`src/rtl/ula_pkg.sv`:
```
// Shared ALU definitions: opcode map and the ALU control-state encoding.
// The processor control unit imports the same opcode constants.
package ula_pkg;

    localparam logic [2:0] ADD = 3'b000;
    localparam logic [2:0] SUB = 3'b001;
    localparam logic [2:0] NAN = 3'b010;
    localparam logic [2:0] MUL = 3'b011;
    localparam logic [2:0] OUT = 3'b100;
    localparam logic [2:0] LDI = 3'b101;
    localparam logic [2:0] SHL = 3'b110;
    localparam logic [2:0] REP = 3'b111;

    // ST_ prefix keeps the MUL state apart from the MUL opcode constant
    typedef enum logic {
        ST_IDLE,
        ST_MUL
    } state_e;

endpackage

```
`src/rtl/ula_mul_seq.sv`:
```
// Shift-add multiplier datapath: one partial product per step, WIDTH steps per product.
// product is the accumulator value *after* the current step, so the controller
// can register the final result on the same edge that performs the last addition.
module ula_mul_seq
    import ula_pkg::*;
#(
    parameter int WIDTH = 16
) (
    input  logic               clock,
    input  logic               reset,
    input  logic               load,
    input  logic               step,
    input  logic [WIDTH-1:0]   mcand_in,
    input  logic [WIDTH-1:0]   mplier_in,
    output logic               last,
    output logic [2*WIDTH-1:0] product
);

    localparam int CW = $clog2(WIDTH);

    logic [2*WIDTH-1:0] mcand;
    logic [WIDTH-1:0]   mplier;
    logic [2*WIDTH-1:0] acc;
    logic [CW-1:0]      count;
    logic [2*WIDTH-1:0] acc_next;

    // Add the shifted multiplicand whenever the current multiplier LSB is set
    always_comb begin
        acc_next = acc;
        if (mplier[0]) begin
            acc_next = acc + mcand;
        end
    end

    assign product = acc_next;
    assign last    = (count == CW'(WIDTH - 1));

    // Load latches the operands; each step consumes one multiplier bit
    always_ff @(posedge clock or posedge reset) begin
        if (reset) begin
            mcand  <= '0;
            mplier <= '0;
            acc    <= '0;
            count  <= '0;
        end else if (load) begin
            mcand  <= {{WIDTH{1'b0}}, mcand_in};
            mplier <= mplier_in;
            acc    <= '0;
            count  <= '0;
        end else if (step) begin
            acc    <= acc_next;
            mcand  <= mcand << 1;
            mplier <= mplier >> 1;
            count  <= count + 1'b1;
        end
    end

endmodule

```
`src/rtl/ula_mc.sv`:
```
// Multi-cycle ALU: single-cycle ops register in one edge, MUL runs WIDTH steps
// on the sequential multiplier; result and Z/N/C flags are registered together.
module ula_mc
    import ula_pkg::*;
#(
    parameter int WIDTH = 16,
    parameter int SHW   = $clog2(WIDTH)
) (
    input  logic             clock,
    input  logic             reset,
    input  logic             start,
    input  logic [2:0]       opSelect,
    input  logic [WIDTH-1:0] rA,
    input  logic [WIDTH-1:0] b,
    output logic [WIDTH-1:0] rG,
    output logic             flagZ,
    output logic             flagN,
    output logic             flagC,
    output logic             busy,
    output logic             done
);

    state_e state;
    state_e next_state;

    logic load;
    logic step;
    logic write_single;
    logic write_mul;
    logic mul_last;
    logic [2*WIDTH-1:0] mul_product;

    logic [WIDTH-1:0] alu_res;
    logic             alu_carry;
    logic [WIDTH:0]   sum_ext;
    logic [WIDTH:0]   diff_ext;
    logic [WIDTH:0]   shl_ext;
    logic [SHW-1:0]   shamt;

    ula_mul_seq #(.WIDTH(WIDTH)) u_mul (
        .clock    (clock),
        .reset    (reset),
        .load     (load),
        .step     (step),
        .mcand_in (rA),
        .mplier_in(b),
        .last     (mul_last),
        .product  (mul_product)
    );

    // State register
    always_ff @(posedge clock or posedge reset) begin
        if (reset) begin
            state <= ST_IDLE;
        end else begin
            state <= next_state;
        end
    end

    // Next-state and control: start is only honoured in IDLE
    always_comb begin
        next_state   = state;
        load         = 1'b0;
        step         = 1'b0;
        write_single = 1'b0;
        write_mul    = 1'b0;
        case (state)
            ST_IDLE: begin
                if (start) begin
                    if (opSelect == MUL) begin
                        load       = 1'b1;
                        next_state = ST_MUL;
                    end else begin
                        write_single = 1'b1;
                    end
                end
            end
            ST_MUL: begin
                step = 1'b1;
                if (mul_last) begin
                    write_mul  = 1'b1;
                    next_state = ST_IDLE;
                end
            end
            default: next_state = ST_IDLE;
        endcase
    end

    assign busy = (state == ST_MUL);

    // Single-cycle result and carry; the extra top bit of each extended
    // value is the carry, borrow or last bit shifted out respectively
    always_comb begin
        shamt     = b[SHW-1:0];
        sum_ext   = {1'b0, rA} + {1'b0, b};
        diff_ext  = {1'b0, rA} - {1'b0, b};
        shl_ext   = {1'b0, rA} << shamt;
        alu_res   = rA;
        alu_carry = 1'b0;
        case (opSelect)
            ADD: begin
                alu_res   = sum_ext[WIDTH-1:0];
                alu_carry = sum_ext[WIDTH];
            end
            SUB: begin
                alu_res   = diff_ext[WIDTH-1:0];
                alu_carry = diff_ext[WIDTH];
            end
            NAN: alu_res = ~(rA & b);
            SHL: begin
                alu_res   = shl_ext[WIDTH-1:0];
                alu_carry = shl_ext[WIDTH];
            end
            default: begin
                alu_res   = rA;
                alu_carry = 1'b0;
            end
        endcase
    end

    // Result/flag registers and the one-cycle done pulse
    always_ff @(posedge clock or posedge reset) begin
        if (reset) begin
            rG    <= '0;
            flagZ <= 1'b0;
            flagN <= 1'b0;
            flagC <= 1'b0;
            done  <= 1'b0;
        end else begin
            done <= write_single | write_mul;
            if (write_single) begin
                rG    <= alu_res;
                flagZ <= (alu_res == '0);
                flagN <= alu_res[WIDTH-1];
                flagC <= alu_carry;
            end else if (write_mul) begin
                rG    <= mul_product[WIDTH-1:0];
                flagZ <= (mul_product[WIDTH-1:0] == '0);
                flagN <= mul_product[WIDTH-1];
                flagC <= |mul_product[2*WIDTH-1:WIDTH];
            end
        end
    end

endmodule
```
`config.mk`:
```
export PLATFORM = sky130hd
export DESIGN_NAME = ula_mc
export DESIGN_NICKNAME = d
export VERILOG_FILES = /design/src/rtl/ula_pkg.sv /design/src/rtl/ula_mul_seq.sv /design/src/rtl/ula_mc.sv
export SDC_FILE = /design/constraint.sdc
export NUM_CORES = 1
export LEC_CHECK = 0
export BUFFER_PORTS_ARGS = -buffer_cell sky130_fd_sc_hd__buf_2
export CORE_AREA = 2 2 127 129
export DETAILED_ROUTE_END_ITERATION = 7
export DIE_AREA = 0 0 129 131
export PLACE_DENSITY = 0.75
export SLEW_MARGIN = 20
export SYNTH_ARGS = -nofsm -noshare
export SYNTH_HDL_FRONTEND = slang
export SYNTH_SLANG_ARGS = --single-unit
export TNS_END_PERCENT = 100
```
`constraint.sdc`:
```
create_clock -name clock -period 4.5 [get_ports clock]
set_input_delay 0.45 -clock clock [delete_from_list [all_inputs] [get_ports clock]]
set_output_delay 0.45 -clock clock [all_outputs]
set_load 0.01 [all_outputs]
```
After elaboration in Yosys (flattened, before gate mapping)
Cells that the tools add are included.
- $add $sub $neg: 4
- equality and inequality tests: 5
- shift-type cells: 1
- mux-type cells: 30
- bitwise operators: 4
- reductions and logical operators: 6
- operator list (operator ; number):
    32-bit two-way mux ; 5
    16-bit two-way mux ; 4
    16-bit one-hot mux with 4 select lines ; 1
    32-bit adder ; 1
    16-bit zero test ; 2
    16-bit by 16-bit adder with 17-bit output ; 1
    16-bit by 4-bit << shifter with 17-bit output ; 1
    16-bit by 16-bit subtractor with 17-bit output ; 1
    16-bit bitwise AND ; 1
    1-bit two-way mux ; 16
    16-bit inverter ; 1
    16-bit OR reduction ; 1
    4-bit two-way mux ; 2
    3-bit by 2-bit == test with 1-bit output, second input constant ; 2
    4-bit by 1-bit adder with 4-bit output, second input constant ; 1
    4-bit == test, second input constant ; 1
    2-bit nonzero test ; 2
    3-bit by 1-bit == test with 1-bit output, second input constant ; 1
    3-bit == test, second input constant ; 1
    3-bit zero test ; 1
    1-bit one-hot mux with 3 select lines ; 1
    1-bit one-hot mux with 2 select lines ; 1
    1-bit inverter ; 1
    1-bit bitwise OR ; 1
- flip-flop bits (word level): 105
- input port bits: 38
- output and inout bits: 21
- word-level logic and storage cells: 60

Longest topological paths before layout
- depth in word-level cells: 5
- depth in mapped cells: 13
- depth with buffers taken out: 13

By module
From an unflattened synthesis, not the netlist that was laid out.
- cell total of the unflattened synthesis: 1136
- area total of the unflattened synthesis: 9491.6 µm²
- by module, submodules not included (module ; times used ; cells each ; area an instance (µm²) ; sequential area each (µm²)):
    ula_mul_seq ; 1 ; 617 ; 5667.9 ; 2102.0
    ula_mc ; 1 ; 519 ; 3823.7 ; 500.5

Least setup slack after synthesis
Ideal clock, no wire load.
- kind: input port to flip-flop
- start: input b[2]
- end: register flagZ
- setup time: 0.087 ns
- arrival: 3.061 ns
- data required time: 4.413 ns
- setup slack: 1.353 ns
- stages on the path: 13
- buffers on the path: 1
- path through: clkbuf_1 > inv_2 > ha_1 > nor2b_1 > o31a_1 > o21a_1 > a311oi_1 > a21oi_1 > xor2_1 > a221oi_1 > and4_1 > nand4b_1 > o211ai_1
- cells in the longest elaborated chain, start to end: 5
- elaborated cells between the ends (all ways): 8
- classes of those cells: 2 x add/sub; 1 x shift; 2 x mux; 2 x bitwise; 1 x reduce/logical
- RTL lines (what ; RTL line ; text):
    start: declaration ; ula_mc.sv:14 ; input logic [WIDTH-1:0] b,
    branches (longest 2 deep; another with 16-bit by 16-bit subtractor with 17-bit output) ; -- ;
    16-bit one-hot mux with 4 select lines (*) ; ula_mc.sv:100 ; case (opSelect)
    16-bit zero test (*) ; ula_mc.sv:133 ; flagZ <= (alu_res == '0);
    1-bit two-way mux (*) ; ula_mc.sv:131 ; if (write_single) begin
    end signal: assignment ; ula_mc.sv:133 ;
    end signal: assignment ; ula_mc.sv:138 ; flagZ <= (mul_product[WIDTH-1:0] == '0);
    end: declaration ; ula_mc.sv:16 ; output logic flagZ,
Mark *: on every way between the ends.
A chain may end at the register's enable or synchronous reset.

Final worst setup path
- start: register u_mul.acc[0]
- end: register flagC
- cells in the longest elaborated chain, start to end: 5
- RTL lines (what ; RTL line ; text):
    start: declaration ; ula_mul_seq.sv:23 ; logic [2*WIDTH-1:0] acc;
    start signal: assignment ; ula_mul_seq.sv:51 ; acc <= acc_next;
    32-bit adder ; ula_mul_seq.sv:31 ; acc_next = acc + mcand;
    32-bit two-way mux ; ula_mul_seq.sv:30 ; if (mplier[0]) begin
    16-bit OR reduction ; ula_mc.sv:140 ; flagC <= |mul_product[2*WIDTH-1:WIDTH];
    1-bit two-way mux ; ula_mc.sv:136 ; end else if (write_mul) begin
    1-bit two-way mux ; ula_mc.sv:131 ;
    end signal: assignment ; ula_mc.sv:135 ; flagC <= alu_carry;
    end signal: assignment ; ula_mc.sv:140 ;
    end: declaration ; ula_mc.sv:18 ; output logic flagC,
Every way passes these cells. The select of a mux whose other input is x is not followed.

==> results.md <==
* Maximum number of pins on one net before global-route repair at 75
* Synth area leaders: dfrtp_1 29%, ha_1 9.1%, nand2_1 6.1%
* Clock power share at 16.5%
* Cells after synthesis at 1,093
* Sequential-to-total area share from yosys stat at 28.8%
* Critical path capture point type: register
* Crit-path max cell delay at 430 ps
* Setup TNS at 0 ps
* PD cells at 514 mW/mm2
* Met3 GRT Util at 5.94%
* Vias in the first global route at 8,023
* Remaining routing DRC violations at 0
* # setup viols final at 0
* Ys Warns at 0
* Post-Syn Nets at 1,200
* Placeable core area at 0.0156 mm2
* Iteration-0 DRC Markers at 1,171
* Final ANT Viol Nets at 0
* # clock sinks at 104
* Setup ws final at 1020 ps
* Slew headroom at 33.8%
* Synth cell types at 96
* Seq. cell area at 0.00261 mm2
* Gpl congestion at 1.03
* Worst slack at placement at 979 ps
* Hold-fix buffers, CTS at 0
* Final WL at 27,400 um
* Critical path arrival at 3690 ps
* CP Data Required Time at 4720 ps
* Synthesis-stage register bit count at 104
* Leak at 4.23 nW
* Root buffer cell: clkbuf_16
* Port Buffer Count at 58
* Fmax at 288 MHz
* Kind of start point of the critical path: register
* Largest delay share family, worst path: compound AO/OA/AOI/OAI gates
* First-pass GRT wire length at 43,400 um
* Slew Viols, Final at 0
* Die ar. at 0.0169 mm2
* # H-tree levels at 3
* Post-Syn Area at 0.00904 mm2
* Die height at 131 um
* Ys flop type: dfrtp_1
* Initial Utilization at 58.0%
* Global route total overflow at 0
* Vias at 8,620
* Fill count at 1,397
* DP Wirelength at 20,200 um
* Cells along the critical path: ha_1 > fa_1 > a21o_1 > a221oi_2 > o21a_4 > o21ai_4 > a41oi_1 > xor2_1 > a41oi_1 > nor4b_2 > o2111a_1 > a41oi_1
* Slew @ Worst Pin at 993 ps
* Row Count at 46
* CP Max Fanout at 4
* Clk_skew at 10.3 ps
* Setup Fix Bufs, Post-CTS at 0
* Seq pwr share at 33.8%
* Post-synth EDFFs at 0
* VDD IR max at 0.251 mV
* RSZ-0062 raised after global routing: false
* Vias per std cell at 6.49
* Pre-antenna DRT Iters at 6
* Fin crit period at 3480 ps
* Outcome: finished, final reports clean
* CTS tree: yes
* Worst-Skew Late Latency at 360 ps
* Post-layout nets at 1,214
* Internal power at 0.00269 W
* M1 GR Usage at 47.0%
* Die span in x at 129 um
* Clock Path Buffers at 2
* Final Cell Area at 0.00972 mm2
* Crit-path slowest cell: fa_1
* Period utilization at 77.3%
* Sw Ratio at 46.3%
* Ys async rst share at 100%
* Placed inst area at 0.00942 mm2
* Area grow syn2layout at 7.53%
* Initial antenna violation count at 1
* Post-synth top area cell: dfrtp_1
* Switching pwr at 0.00232 W
* Routed wire per std cell at 20.7 um
* Diode count at 0
* Gr usage total at 33.4%
* TritonCTS buffer count at 9
* Met2 global-route usage at 50.2%
* Final hold vios at 0
* Multi-input logic area at 0.00602 mm2
* HP Class: primary input to asynchronous set/reset pin
* Synth top area share at 28.8%
* IO Pins at 59
* Gr busiest metal: met2
* Combinational Power Share at 49.7%
* Setup CP Type: register to register
* Syn Area/Cell at 8.27 um2
* Share of cells above drive strength 1 at 12.0%
* Most used cell, CP: a41oi_1
* CTS clock-pin slew for the worst setup and hold paths at 70 ps
* Cts repair resizes at 0
* Max-cap violations at 0
* WP buf/inv at 0
==> per-layer routing <==
layer	wire [um]	part of all wire, %	vias to the layer above
met1	12200	44	4071
met4	1210	4.4	2
met3	2140	7.8	86
li1	-	-	4042
met5	8	0.029	-
met2	11900	43	419
==> registers in the layout, summed over array words and instances, names as in the netlist <==
signal	flops
rG	16
u_mul.count	4
u_mul.mplier	16
flagZ	1
flagC	1
busy	1
u_mul.acc	32
u_mul.mcand	32
done	1
==> worst reg2reg max path: stages, from the launching register on <==
cell and delay, ps:
dfrtp_1 400, ha_1 240, fa_1 430, a21o_1 200, a221oi_2 360, o21a_4 230
o21ai_4 90, a41oi_1 280, xor2_1 220, a41oi_1 160, nor4b_2 340, o2111a_1 250
a41oi_1 120
==> kinds of logic (layout without fill, tap and decap cells) <==
kind of cell / after synthesis / in the layout / share of synthesized area, %
compound gates: 373 / 373 / 27.1
xor+xnor: 38 / 38 / 3.68
fa+ha+maj: 69 / 69 / 9.80
buf+inv: 105 / 124 / 4.68
flops: 104 / 104 / 28.8
mux: 59 / 59 / 8.25
simple gates: 345 / 345 / 17.7
==> cell usage after synthesis, drive strengths merged, types with 8 or more instances <==
| cell type | n |
|---|---|
| a211oi | 8 |
| a21o | 14 |
| a21oi | 91 |
| a221o | 9 |
| a22oi | 8 |
| a31oi | 13 |
| and2 | 8 |
| buf | 19 |
| clkbuf | 48 |
| dfrtp | 104 |
| ha | 66 |
| inv | 37 |
| mux2 | 11 |
| mux2i | 37 |
| mux4 | 11 |
| nand2 | 148 |
| nand3 | 19 |
| nand4 | 11 |
| nor2 | 84 |
| nor2b | 15 |
| nor3 | 15 |
| o211ai | 10 |
| o21a | 16 |
| o21ai | 120 |
| o22ai | 11 |
| o31ai | 11 |
| or3 | 8 |
| xnor2 | 22 |
| xor2 | 16 |
==> layout by cell type (no fill, tap or decap), types with 22 or more instances in the layout <==
cell,instances
buf_2,58
nor2_1,84
mux2i_1,37
ha_1,66
dfrtp_1,103
xnor2_1,22
a21oi_1,89
inv_1,35
o21ai_0,108
nand2_1,147
==> path summary, 6_finish.rpt <==
| check | startpoint | endpoint | slack (ps) | cells past startpoint |
|---|---|---|---|---|
| min | reset | u_mul.acc[1]$_DFFE_PP0P_ | 300 | 2 |
| min in group clock | b[15] | u_mul.mplier[15]$_DFFE_PP0P_ | 400 | 3 |
| max | u_mul.acc[0]$_DFFE_PP0P_ | flagC$_DFFE_PP0P_ | 1020 | 12 |
| min reg2reg | u_mul.mplier[10]$_DFFE_PP0P_ | u_mul.mplier[9]$_DFFE_PP0P_ | 500 | 2 |
| max reg2reg | u_mul.acc[0]$_DFFE_PP0P_ | flagC$_DFFE_PP0P_ | 1020 | 12 |
| max in group asynchronous | reset | rG[12]$_DFFE_PP0P_ | 3200 | 3 |
==> area by class of cell <==
cell class | count | share of cell area [%]
tap | 216 | 2.78
multi-input combinational | 884 | 61.9
inverter | 38 | 1.49
clock buffer | 9 | 2.32
sequential | 104 | 26.8
clock inverter | 7 | 0.785
timing repair buffer | 70 | 3.91
==> metrics by stage <==
step	power (W)	hold WS, ps	util (%)	instances
finish	0.00500	305	62.3	1328
global route	0.00534	406	62.3	1328
CTS	0.00496	344	62.3	1328
detailed placement	0.00412	480	60.4	1312
global placement	0.00408	470	60.4	1312
floorplan	0.00341	450	-	1093
==> power by group through the flow <==
stage / Clock [W] / Combinational (W) / Sequential [W]
after floorplan: 0 / 0.00190 / 0.00151
after global placement: 0 / 0.00239 / 0.00169
after detailed placement: 0 / 0.00243 / 0.00169
after CTS: 0.000842 / 0.00244 / 0.00168
after global routing: 0.000869 / 0.00274 / 0.00173
final: 0.000827 / 0.00248 / 0.00169
No activity file was read; power rests on OpenSTA's default activity.
